## config.mk

```make
export PLATFORM = sky130hd
export DESIGN_NAME = uart_tx_fifo_flat
export DESIGN_NICKNAME = d
export VERILOG_FILES = /design/src/rtl/uart_pkg.sv /design/src/rtl/uart_tx_fifo_if.sv /design/src/rtl/uart_sync_fifo.sv /design/src/rtl/uart_tx_fifo.sv /design/src/flat_wrapper.sv
export SDC_FILE = /design/constraint.sdc
export NUM_CORES = 1
export LEC_CHECK = 0
export CAP_MARGIN = 15
export CELL_PAD_IN_SITES_DETAIL_PLACEMENT = 1
export CELL_PAD_IN_SITES_GLOBAL_PLACEMENT = 2
export CORE_UTILIZATION = 45
export DETAILED_ROUTE_END_ITERATION = 10
export GPL_TIMING_DRIVEN = 0
export PLACE_DENSITY = 0.83
export SYNTH_ARGS = -nofsm -noshare
export SYNTH_HDL_FRONTEND = slang
export SYNTH_SLANG_ARGS = --single-unit
```

## constraint.sdc

```tcl
create_clock -name clk -period 3.2 [get_ports clk]
set_input_delay 0.64 -clock clk [delete_from_list [all_inputs] [get_ports clk]]
set_output_delay 0.64 -clock clk [all_outputs]
set_load 0.1 [all_outputs]
```

## src/rtl/uart_pkg.sv

```systemverilog
// Shared definitions for the UART transmit buffer: data width, launch FSM encoding
// and the default transmitter busy timeout.
package uart_pkg;

    localparam int UART_DATA_W      = 8;
    localparam int BUSY_TIMEOUT_DEF = 4;

    typedef enum logic [1:0] {
        IDLE      = 2'd0,
        START     = 2'd1,
        WAIT_BUSY = 2'd2,
        WAIT_DONE = 2'd3
    } tx_state_e;

endpackage

```

## src/rtl/uart_tx_fifo_if.sv

```systemverilog
// Host write port plus transmitter launch port of uart_tx_fifo.
// UART_TX_FIFO_STATS_EN adds the drop_cnt/tx_cnt statistics signals.
interface uart_tx_fifo_if #(
    parameter int DEPTH = 16
);
    import uart_pkg::*;

    localparam int ADDR_W = $clog2(DEPTH);

    logic                   wr_en;
    logic [UART_DATA_W-1:0] wr_data;
    logic                   full;
    logic                   empty;
    logic [ADDR_W:0]        count;
    logic                   tx_start;
    logic [UART_DATA_W-1:0] tx_data;
    logic                   tx_busy;
    logic                   launch_err;
`ifdef UART_TX_FIFO_STATS_EN
    logic [15:0]            drop_cnt;
    logic [15:0]            tx_cnt;

    modport master (output wr_en, wr_data, tx_busy,
                    input  full, empty, count, tx_start, tx_data, launch_err, drop_cnt, tx_cnt);
    modport slave  (input  wr_en, wr_data, tx_busy,
                    output full, empty, count, tx_start, tx_data, launch_err, drop_cnt, tx_cnt);
`else
    modport master (output wr_en, wr_data, tx_busy,
                    input  full, empty, count, tx_start, tx_data, launch_err);
    modport slave  (input  wr_en, wr_data, tx_busy,
                    output full, empty, count, tx_start, tx_data, launch_err);
`endif

endinterface

```

## src/rtl/uart_sync_fifo.sv

```systemverilog
// Circular byte store with independent wrapping pointers; occupancy lives only in count,
// and full/empty are registered alongside it.
module uart_sync_fifo
    import uart_pkg::*;
#(
    parameter int DEPTH = 16
) (
    input  logic                           clk,
    input  logic                           rst,
    input  logic                           push_req,
    input  logic                           pop_req,
    input  logic [UART_DATA_W-1:0]         wr_data,
    output logic [UART_DATA_W-1:0]         rd_data,
    output logic                           full,
    output logic                           empty,
    output logic [$clog2(DEPTH):0]         count
);
    localparam int ADDR_W = $clog2(DEPTH);
    localparam logic [ADDR_W:0]   CNT_ZERO = {(ADDR_W+1){1'b0}};
    localparam logic [ADDR_W:0]   CNT_ONE  = {{ADDR_W{1'b0}}, 1'b1};
    localparam logic [ADDR_W:0]   CNT_FULL = (ADDR_W+1)'(DEPTH);
    localparam logic [ADDR_W-1:0] PTR_ZERO = {ADDR_W{1'b0}};
    localparam logic [ADDR_W-1:0] PTR_ONE  = {{(ADDR_W-1){1'b0}}, 1'b1};

    logic [UART_DATA_W-1:0] mem_r [DEPTH];
    logic [ADDR_W-1:0]      wr_ptr_r;
    logic [ADDR_W-1:0]      rd_ptr_r;
    logic [ADDR_W:0]        count_r;
    logic [ADDR_W:0]        count_nx_s;
    logic                   full_r;
    logic                   empty_r;
    logic                   push_s;
    logic                   pop_s;

    // A push while full is dropped even if a pop happens in the same cycle.
    assign push_s = push_req && !full_r;
    assign pop_s  = pop_req && !empty_r;

    // Next occupancy from the accepted push/pop pair.
    always_comb begin
        count_nx_s = count_r;
        if (push_s && !pop_s) begin
            count_nx_s = count_r + CNT_ONE;
        end else if (pop_s && !push_s) begin
            count_nx_s = count_r - CNT_ONE;
        end else begin
            count_nx_s = count_r;
        end
    end

    // Storage array write port; contents need no reset.
    always_ff @(posedge clk) begin
        if (push_s) begin
            mem_r[wr_ptr_r] <= wr_data;
        end
    end

    // Pointers, occupancy and registered status flags.
    always_ff @(posedge clk or posedge rst) begin
        if (rst) begin
            wr_ptr_r <= PTR_ZERO;
            rd_ptr_r <= PTR_ZERO;
            count_r  <= CNT_ZERO;
            full_r   <= 1'b0;
            empty_r  <= 1'b1;
        end else begin
            if (push_s) begin
                wr_ptr_r <= wr_ptr_r + PTR_ONE;
            end
            if (pop_s) begin
                rd_ptr_r <= rd_ptr_r + PTR_ONE;
            end
            count_r <= count_nx_s;
            full_r  <= (count_nx_s == CNT_FULL);
            empty_r <= (count_nx_s == CNT_ZERO);
        end
    end

    assign rd_data = mem_r[rd_ptr_r];
    assign full    = full_r;
    assign empty   = empty_r;
    assign count   = count_r;

endmodule

```

## src/rtl/uart_tx_fifo.sv

```systemverilog
// Byte FIFO plus launch sequencer feeding a UART transmitter, paced by tx_busy.
// Optional UART_TX_FIFO_STATS_EN adds drop_cnt and tx_cnt statistics counters.
module uart_tx_fifo
    import uart_pkg::*;
#(
    parameter int DEPTH        = 16,
    parameter int BUSY_TIMEOUT = BUSY_TIMEOUT_DEF
) (
    input  logic           clk,
    input  logic           rst,
    uart_tx_fifo_if.slave  bus
);
    localparam int TMR_W = $clog2(BUSY_TIMEOUT + 1);
    localparam logic [TMR_W-1:0] TMR_ZERO = {TMR_W{1'b0}};
    localparam logic [TMR_W-1:0] TMR_ONE  = {{(TMR_W-1){1'b0}}, 1'b1};
    localparam logic [TMR_W-1:0] TMR_LAST = TMR_W'(BUSY_TIMEOUT - 1);

    tx_state_e              state_r;
    tx_state_e              state_nx_s;
    logic [TMR_W-1:0]       timer_r;
    logic [TMR_W-1:0]       timer_nx_s;
    logic                   tx_start_r;
    logic                   tx_start_nx_s;
    logic [UART_DATA_W-1:0] tx_data_r;
    logic [UART_DATA_W-1:0] tx_data_nx_s;
    logic                   launch_err_r;
    logic                   launch_err_nx_s;
    logic                   pop_s;
    logic [UART_DATA_W-1:0] rd_data_s;
    logic                   full_s;
    logic                   empty_s;

    uart_sync_fifo #(
        .DEPTH (DEPTH)
    ) u_fifo (
        .clk      (clk),
        .rst      (rst),
        .push_req (bus.wr_en),
        .pop_req  (pop_s),
        .wr_data  (bus.wr_data),
        .rd_data  (rd_data_s),
        .full     (full_s),
        .empty    (empty_s),
        .count    (bus.count)
    );

    // Launch FSM next state; a byte popped here is consumed whether or not the launch succeeds.
    always_comb begin
        state_nx_s      = state_r;
        timer_nx_s      = timer_r;
        tx_start_nx_s   = 1'b0;
        tx_data_nx_s    = tx_data_r;
        launch_err_nx_s = launch_err_r;
        pop_s           = 1'b0;
        case (state_r)
            IDLE: begin
                if (!empty_s && !bus.tx_busy) begin
                    state_nx_s    = START;
                    tx_start_nx_s = 1'b1;
                    tx_data_nx_s  = rd_data_s;
                    pop_s         = 1'b1;
                end else begin
                    state_nx_s = IDLE;
                end
            end
            START: begin
                state_nx_s = WAIT_BUSY;
                timer_nx_s = TMR_ZERO;
            end
            WAIT_BUSY: begin
                if (bus.tx_busy) begin
                    state_nx_s = WAIT_DONE;
                end else if (timer_r == TMR_LAST) begin
                    state_nx_s      = IDLE;
                    launch_err_nx_s = 1'b1;
                end else begin
                    timer_nx_s = timer_r + TMR_ONE;
                end
            end
            WAIT_DONE: begin
                if (!bus.tx_busy) begin
                    state_nx_s = IDLE;
                end else begin
                    state_nx_s = WAIT_DONE;
                end
            end
            default: begin
                state_nx_s = IDLE;
            end
        endcase
    end

    // FSM and launch output registers; tx_start clears the instant rst rises.
    always_ff @(posedge clk or posedge rst) begin
        if (rst) begin
            state_r      <= IDLE;
            timer_r      <= TMR_ZERO;
            tx_start_r   <= 1'b0;
            tx_data_r    <= 8'h00;
            launch_err_r <= 1'b0;
        end else begin
            state_r      <= state_nx_s;
            timer_r      <= timer_nx_s;
            tx_start_r   <= tx_start_nx_s;
            tx_data_r    <= tx_data_nx_s;
            launch_err_r <= launch_err_nx_s;
        end
    end

    assign bus.full       = full_s;
    assign bus.empty      = empty_s;
    assign bus.tx_start   = tx_start_r;
    assign bus.tx_data    = tx_data_r;
    assign bus.launch_err = launch_err_r;

`ifdef UART_TX_FIFO_STATS_EN
    logic [15:0] drop_cnt_r;
    logic [15:0] tx_cnt_r;

    // Dropped-write counter saturates; launch counter wraps.
    always_ff @(posedge clk or posedge rst) begin
        if (rst) begin
            drop_cnt_r <= 16'h0000;
            tx_cnt_r   <= 16'h0000;
        end else begin
            if (bus.wr_en && full_s && (drop_cnt_r != 16'hFFFF)) begin
                drop_cnt_r <= drop_cnt_r + 16'h0001;
            end
            if (tx_start_nx_s) begin
                tx_cnt_r <= tx_cnt_r + 16'h0001;
            end
        end
    end

    assign bus.drop_cnt = drop_cnt_r;
    assign bus.tx_cnt   = tx_cnt_r;
`endif

endmodule

```

## src/flat_wrapper.sv

```systemverilog
// flat-port wrapper written by rule: the top's interface ports become plain ports
module uart_tx_fifo_flat import uart_pkg::*;
#(
    parameter int DEPTH        = 16,
    parameter int BUSY_TIMEOUT = BUSY_TIMEOUT_DEF
)
  (clk, rst, bus_wr_en, bus_wr_data, bus_tx_busy, bus_full, bus_empty, bus_count, bus_tx_start, bus_tx_data, bus_launch_err);
  uart_tx_fifo_if #(.DEPTH(DEPTH)) bus_i ();
  input  logic clk;
  input  logic rst;
  input wire logic [$bits(bus_i.wr_en)-1:0] bus_wr_en;
  input wire logic [$bits(bus_i.wr_data)-1:0] bus_wr_data;
  input wire logic [$bits(bus_i.tx_busy)-1:0] bus_tx_busy;
  output wire logic [$bits(bus_i.full)-1:0] bus_full;
  output wire logic [$bits(bus_i.empty)-1:0] bus_empty;
  output wire logic [$bits(bus_i.count)-1:0] bus_count;
  output wire logic [$bits(bus_i.tx_start)-1:0] bus_tx_start;
  output wire logic [$bits(bus_i.tx_data)-1:0] bus_tx_data;
  output wire logic [$bits(bus_i.launch_err)-1:0] bus_launch_err;
  assign bus_i.wr_en = bus_wr_en;
  assign bus_i.wr_data = bus_wr_data;
  assign bus_i.tx_busy = bus_tx_busy;
  assign bus_full = bus_i.full;
  assign bus_empty = bus_i.empty;
  assign bus_count = bus_i.count;
  assign bus_tx_start = bus_i.tx_start;
  assign bus_tx_data = bus_i.tx_data;
  assign bus_launch_err = bus_i.launch_err;
  uart_tx_fifo #(.DEPTH(DEPTH), .BUSY_TIMEOUT(BUSY_TIMEOUT)) u_core (.clk(clk), .rst(rst), .bus(bus_i));
endmodule
```

# [Word level (Yosys, flattened, before mapping)]
# Memories as Yosys holds them, arrays and structs flattened. A register that Yosys moved wholly into a read port is not among the register bits.
# Index checks and enable logic that the tools add are counted.
[classes] eq_ne=8 shifts=0 bitwise=1 n_reduce_logical=16 mux=14 multipliers=0 n_div=0 n_lt_le_gt_ge=0 addsub=5
[ops] op="$mux W5" count=2
[ops] op="$add A4 B1 Y4 const B" count=2
[ops] op="$pmux W2 S4" count=1
[ops] op="$mux W2" count=3
[ops] op="$mux W3" count=2
[ops] op="$pmux W3 S2" count=1
[ops] op="$reduce_and A3 Y1" count=2
[ops] op="$add A5 B1 Y5 const B" count=1
[ops] op="$eq A5 B5 Y1 const B" count=1
[ops] op="$logic_and A1 B1 Y1" count=5
[ops] op="$logic_not A1 Y1" count=5
[ops] op="$logic_not A5 Y1" count=1
[ops] op="$mux W1" count=5
[ops] op="$sub A5 B1 Y5 const B" count=1
[ops] op="$eq A2 B2 Y1 const B" count=2
[ops] op="$ne A2 B2 Y1 const B" count=2
[ops] op="$add A3 B1 Y3 const B" count=1
[ops] op="$eq A3 B2 Y1 const B" count=1
[ops] op="$ne A3 B2 Y1 const B" count=1
[ops] op="$eq A2 B1 Y1 const B" count=1
[ops] op="$logic_not A2 Y1" count=1
[ops] op="$reduce_and A2 Y1" count=1
[ops] op="$reduce_bool A2 Y1" count=1
[ops] op="$not A1 Y1" count=1
[word_totals] mem_count=1 romBits=0 word_cells=54 latchBits=0 ff_bits=22 inputBits=12 output_inout_bits=17 ramBits=128
[memory_table] name="u_core.u_fifo.mem_r" depth=16 width=8 read_ports=1 rd_ports_with_merged_regs=1 write_ports=1 line_no="uart_sync_fifo.sv:25" text="logic [UART_DATA_W-1:0] mem_r [DEPTH];"

# [Depth between registers and ports, before layout]
[logic_depth] ltp_word=9 ltp_mapped=9 depth_no_buf=7

# [Hierarchy]
# Synthesis repeated with hierarchy kept, for this count alone.
[unflattened] cells_unflattened=354 area_unflattened_um2=6473.7
[modules_own_cells] mod="uart_sync_fifo" n_inst=1 cells_each=302 area_each_um2=5810.6
[modules_own_cells] mod="uart_tx_fifo" n_inst=1 cells_each=52 area_each_um2=663.1

# [Worst setup path before layout]
# OpenSTA, ideal clock, no wires.
[synth_timing] kind="register to register" startpoint="register u_core.u_fifo.full_r (netlist: u_core.u_fifo.full)" endpoint="memory u_core.u_fifo.mem_r[3][0], enable pin" path_buffers=1 slack_ns=0.737 t_arrival_ns=2.080 stages_incl_launch_ff=5 cell_sequence="dfrtp_1 > nor2b_1 > buf_1 > nand2_1 > nor3_1"
[synth_between] elab_chain_len=4
[synth_lines] item="start: declaration" line_no="uart_sync_fifo.sv:30" text="logic full_r;"
[synth_lines] item="start signal: assignment" line_no="uart_sync_fifo.sv:74" text="full_r <= (count_nx_s == CNT_FULL);"
[synth_lines] item="$logic_not A1 Y1" line_no="uart_sync_fifo.sv:36" text="assign push_s = push_req && !full_r;"
[synth_lines] item="$logic_and A1 B1 Y1" line_no="uart_sync_fifo.sv:36"
[synth_lines] item="$mux W1" line_no="uart_sync_fifo.sv:53" text="if (push_s) begin"
[synth_lines] item="$mux W1 (implied by the code)" line_no="uart_sync_fifo.sv:54" text="mem_r[wr_ptr_r] <= wr_data;"
[synth_lines] item="end: declaration" line_no="uart_sync_fifo.sv:25"
# No other way between the ends.

# [Worst setup path after layout]
[layout_timing] startpoint="register u_core.u_fifo.count_r[0] (netlist: u_core.u_fifo.count[0])" endpoint="output port bus_count[0]"
[layout_rtl] item="start: declaration" line_no="uart_sync_fifo.sv:28" text="logic [ADDR_W:0] count_r;"
[layout_rtl] item="start signal: assignment" line_no="uart_sync_fifo.sv:73" text="count_r <= count_nx_s;"
[layout_rtl] item="end: declaration" line_no="flat_wrapper.sv:16" text="output wire logic [$bits(bus_i.count)-1:0] bus_count;"
# No word-level cell between the ends.

==> metrics.md <==
| Metric | Value |
|---|---|
| Total instance count after detailed placement | 569 |
| Global-route usage over all layers | 21.6% |
| Drt wl/cell | 23.4 µm |
| Maximum fanout count along the critical path | 8 |
| Top cells by count, synth | 128 x sky130_fd_sc_hd__edfxtp_1, 32 x sky130_fd_sc_hd__mux4_2, 30 x sky130_fd_sc_hd__nor2_1, 29 x sky130_fd_sc_hd__dfrtp_1, 18 x sky130_fd_sc_hd__nand2_1 |
| Top-area cell type share of the netlist area | 60.6% |
| Final Slew Violations | 0 |
| First-pass GRT wire length | 21.7 mm |
| Gpl congestion | 0.754 |
| Clock root cell | sky130_fd_sc_hd__clkbuf_16 |
| Highest-delay cell along the critical path | sky130_fd_sc_hd__clkdlybuf4s50_1 |
| Die Span X | 121 µm |
| Primary flip-flop cell chosen by synthesis mapping | sky130_fd_sc_hd__edfxtp_1 |
| Post_cts resized | 0 |
| DRC errors left | 0 |
| Filler-free cell count of the finished design | 601 |
| Number of synthesized flops with an enable pin | 128 |
| Crit path buf inv count | 1 |
| Die Outline Area | 0.0146 mm² |
| Diode insertion count for antenna repair | 0 |
| Number of distinct library cell variants in the gate-level netlist after synthesis | 35 |
| Critical setup path kind | reg -> out |
| Most frequent cell after synthesis | sky130_fd_sc_hd__edfxtp_1 |
| Largest net degree at the start of global routing | 20 |
| Number of top-level pins | 29 |
| Number of cell rows | 43 |
| Post-synthesis register bit count | 158 |
| Buffer levels on the longest clock path | 2 |
| Xor-xnor portion of the synthesized cell area | 1.38% |
| Mux share of post-synthesis cell area | 12.8% |
| Clock skew after layout | 0.00649 ns |
| TritonCTS clock tree | built |
| Warning count from the yosys run | 0 |
| Final Hold Viols | 0 |
| Starting density of the core | 45.9% |
| Congestion Overflow GR | 0 |
| CP peak stage delay | 1.18 ns |
| Worst Path Arrival | 2.10 ns |
| Top achievable clock speed | 364 MHz |
| Result of the run | finished clean |
| Main combinational cell family by area after synthesis | multiplexers |
| DRT Pass-1 Iters | 7 |
| Transition time at the pin with the least slew margin | 0.997 ns |
| Iteration-0 DRC count of the detailed router | 263 |
| Final routed wirelength across all metal layers | 14.1 mm |
| Worst IR drop on VDD | 570 µV |
| Unrepaired setup endpoints after global routing | no |
| Clock-pin slew reported for the worst setup and hold paths after clock tree synthesis | 0.06 ns |
| PD cells | 1010 mW/mm² |
| Design Power | 7.55 mW |
| Headroom to the max-slew limit | 33.3% |
| Std-Cell Core Area | 0.0138 mm² |
| Hpwl dp | 9.16 mm |
| Number of buffer cells added on primary ports | 28 |
| Number of clock sinks | 158 |
| Synth Area per Inst | 17.8 µm² |
| Minimum period implied by the final worst setup slack | 2.74 ns |
| Startpoint Class | flop |
| Total standard cell area after synthesis | 0.00634 mm² |
| Share of synthesized area occupied by flip-flops and latches | 72.4% |
| Growth of design area from synthesis to finish | 18.4% |
| Maximum level of the CTS H-tree | 4 |
| Critical path data required time | 2.56 ns |
| Post-synthesis share of cell area spent on full adders, half adders and majority gates | 1.77% |
| Routed vias | 3,380 |
| Ratio of final minimum period to clock period | 85.7% |
| Number of nets still failing antenna checks after routing | 0 |
| Gate count after technology mapping | 356 |
| Kind of cell adding the most delay to the critical path | buffers and inverters |
| Post-CTS setup buffer count | 0 |
| Async S/R FF share, synth | 19.0% |
| Fraction of the mapped netlist area in simple logic gates | 5.96% |
| Crit end category | primary output |
| Number of buffers added to fix hold violations after cts | 0 |
| Ranking of synthesized cells by area | sky130_fd_sc_hd__edfxtp_1 61%, sky130_fd_sc_hd__dfrtp_1 11%, sky130_fd_sc_hd__mux4_2 11% |
| CP Cell Sequence | clkdlybuf4s50_1 |
| Number of clock buffers inserted by TritonCTS | 17 |
| Biggest area consumer among synthesized cells | sky130_fd_sc_hd__edfxtp_1 |
| Share of final-layout standard cells stronger than drive strength 1 | 20.9% |
| Number of global-route vias before repair | 3,564 |
| Class of the most critical hold timing path | reg -> reg |
| Final #Nets | 429 |
| Syn Nets | 377 |
| Compound-cell area share of the yosys netlist | 3.59% |
| Reported max-cap violation count | 0 |
| Initial antenna violation count | 0 |
| Final Setup Violations | 0 |
| Number of vias per cell | 5.62 |
| Clock insertion delay at the later pin of the skew report | 0.43 ns |
| Leakage power summed over all cells | 2.56 nW |
| Die height | 121 µm |
[state kept, by name, indices dropped and copies added (netlist names)]
register and count:
u_core.bus.launch_err 1, u_core.u_fifo.mem_r 128, u_core.u_fifo.empty 1, u_core.bus.tx_data 8
u_core.state_r 2, u_core.u_fifo.full 1, u_core.u_fifo.rd_ptr_r 4, u_core.u_fifo.count 5
u_core.bus.tx_start 1, u_core.timer_r 3, u_core.u_fifo.wr_ptr_r 4
[power by group]
part / total, mW / leakage [nW] / switching, mW / internal [mW]
clock: 2.09 / 0.289 / 0.844 / 1.24
sequential: 2.76 / 1.52 / 0.184 / 2.57
combinational: 2.71 / 0.757 / 1.77 / 0.941
[logic make-up (layout without fill, tap and decap cells)]
kind of cell | count (synthesis) | count (layout)
AND/OR/NAND/NOR | 79 | 79
adder cells (fa/ha/maj) | 9 | 9
AO/OA/AOI/OAI | 33 | 33
multiplexers | 40 | 40
XOR/XNOR | 10 | 10
flip-flops | 158 | 158
buffers and inverters | 27 | 92
[metal layers]
layer	wire (µm)	global-route usage, %	vias up
met1	6270	29.3	1773
met5	0	0	-
met4	335	9.95	0
met2	6900	33.2	85
met3	586	4.95	23
li1	-	-	1499
[per-stage QoR]
stage	setup WS (ns)	TNS [ns]	hold slack, ns	utilization (%)	instance area (µm²)
after global routing	0.395	0	0.490	54.3	7510
after detailed placement	0.110	0	0.465	49.9	6900
after global placement	-0.184	-4.82	0.463	49.5	6850
after CTS	0.433	0	0.479	54.3	7510
final	0.456	0	0.470	54.3	7510
after floorplan	0.737	0	0.459	-	6340
[path summary, 6_finish.rpt]
check	from	end	slack (ns)	cells past startpoint
worst min-delay path	u_core.bus.launch_err$_DFFE_PP0P_	u_core.bus.launch_err$_DFFE_PP0P_	0.47	1
min in group asynchronous	rst	u_core.state_r[1]$_DFFE_PP0P_	0.56	2
max in group asynchronous	rst	u_core.bus.tx_data[2]$_DFFE_PP0N_	2.13	3
worst max register to register	u_core.u_fifo.rd_ptr_r[1]$_DFFE_PP0P_	u_core.bus.tx_data[2]$_DFFE_PP0N_	0.71	5
worst max-delay path	u_core.u_fifo.count[0]$_DFF_PP0_	bus_count[0]	0.46	1
worst min register to register	u_core.bus.launch_err$_DFFE_PP0P_	u_core.bus.launch_err$_DFFE_PP0P_	0.47	1
[layout by cell type, fill, tap and decap left out, types with 2 or more instances in the layout]
cell type	count
sky130_fd_sc_hd__a211oi_1	8
sky130_fd_sc_hd__a21oi_1	3
sky130_fd_sc_hd__a22o_1	4
sky130_fd_sc_hd__buf_1	3
sky130_fd_sc_hd__buf_2	7
sky130_fd_sc_hd__buf_6	2
sky130_fd_sc_hd__bufinv_16	3
sky130_fd_sc_hd__clkbuf_1	12
sky130_fd_sc_hd__clkbuf_16	17
sky130_fd_sc_hd__clkdlybuf4s50_1	28
sky130_fd_sc_hd__clkinv_4	3
sky130_fd_sc_hd__clkinvlp_4	3
sky130_fd_sc_hd__dfrtp_1	29
sky130_fd_sc_hd__edfxtp_1	128
sky130_fd_sc_hd__ha_1	9
sky130_fd_sc_hd__inv_1	7
sky130_fd_sc_hd__inv_6	5
sky130_fd_sc_hd__mux2_2	8
sky130_fd_sc_hd__mux4_2	32
sky130_fd_sc_hd__nand2_1	18
sky130_fd_sc_hd__nand2b_1	4
sky130_fd_sc_hd__nand3_1	5
sky130_fd_sc_hd__nand4_1	2
sky130_fd_sc_hd__nor2_1	30
sky130_fd_sc_hd__nor2b_1	9
sky130_fd_sc_hd__nor3_1	4
sky130_fd_sc_hd__nor4_1	3
sky130_fd_sc_hd__o21ai_0	5
sky130_fd_sc_hd__o22ai_1	9
sky130_fd_sc_hd__xnor2_1	7
sky130_fd_sc_hd__xor2_1	3
[final cells by class]
class | instances | area, µm²
sequential | 158 | 4600
clock buffer | 18 | 429
tap | 180 | 225
inverter | 8 | 42.5
buffer | 19 | 90.1
timing repair buffer | 33 | 328
multi-input combinational | 171 | 1620
fill | 1259 | 6320
clock inverter | 14 | 183
Power figures use the tool's default switching activity.
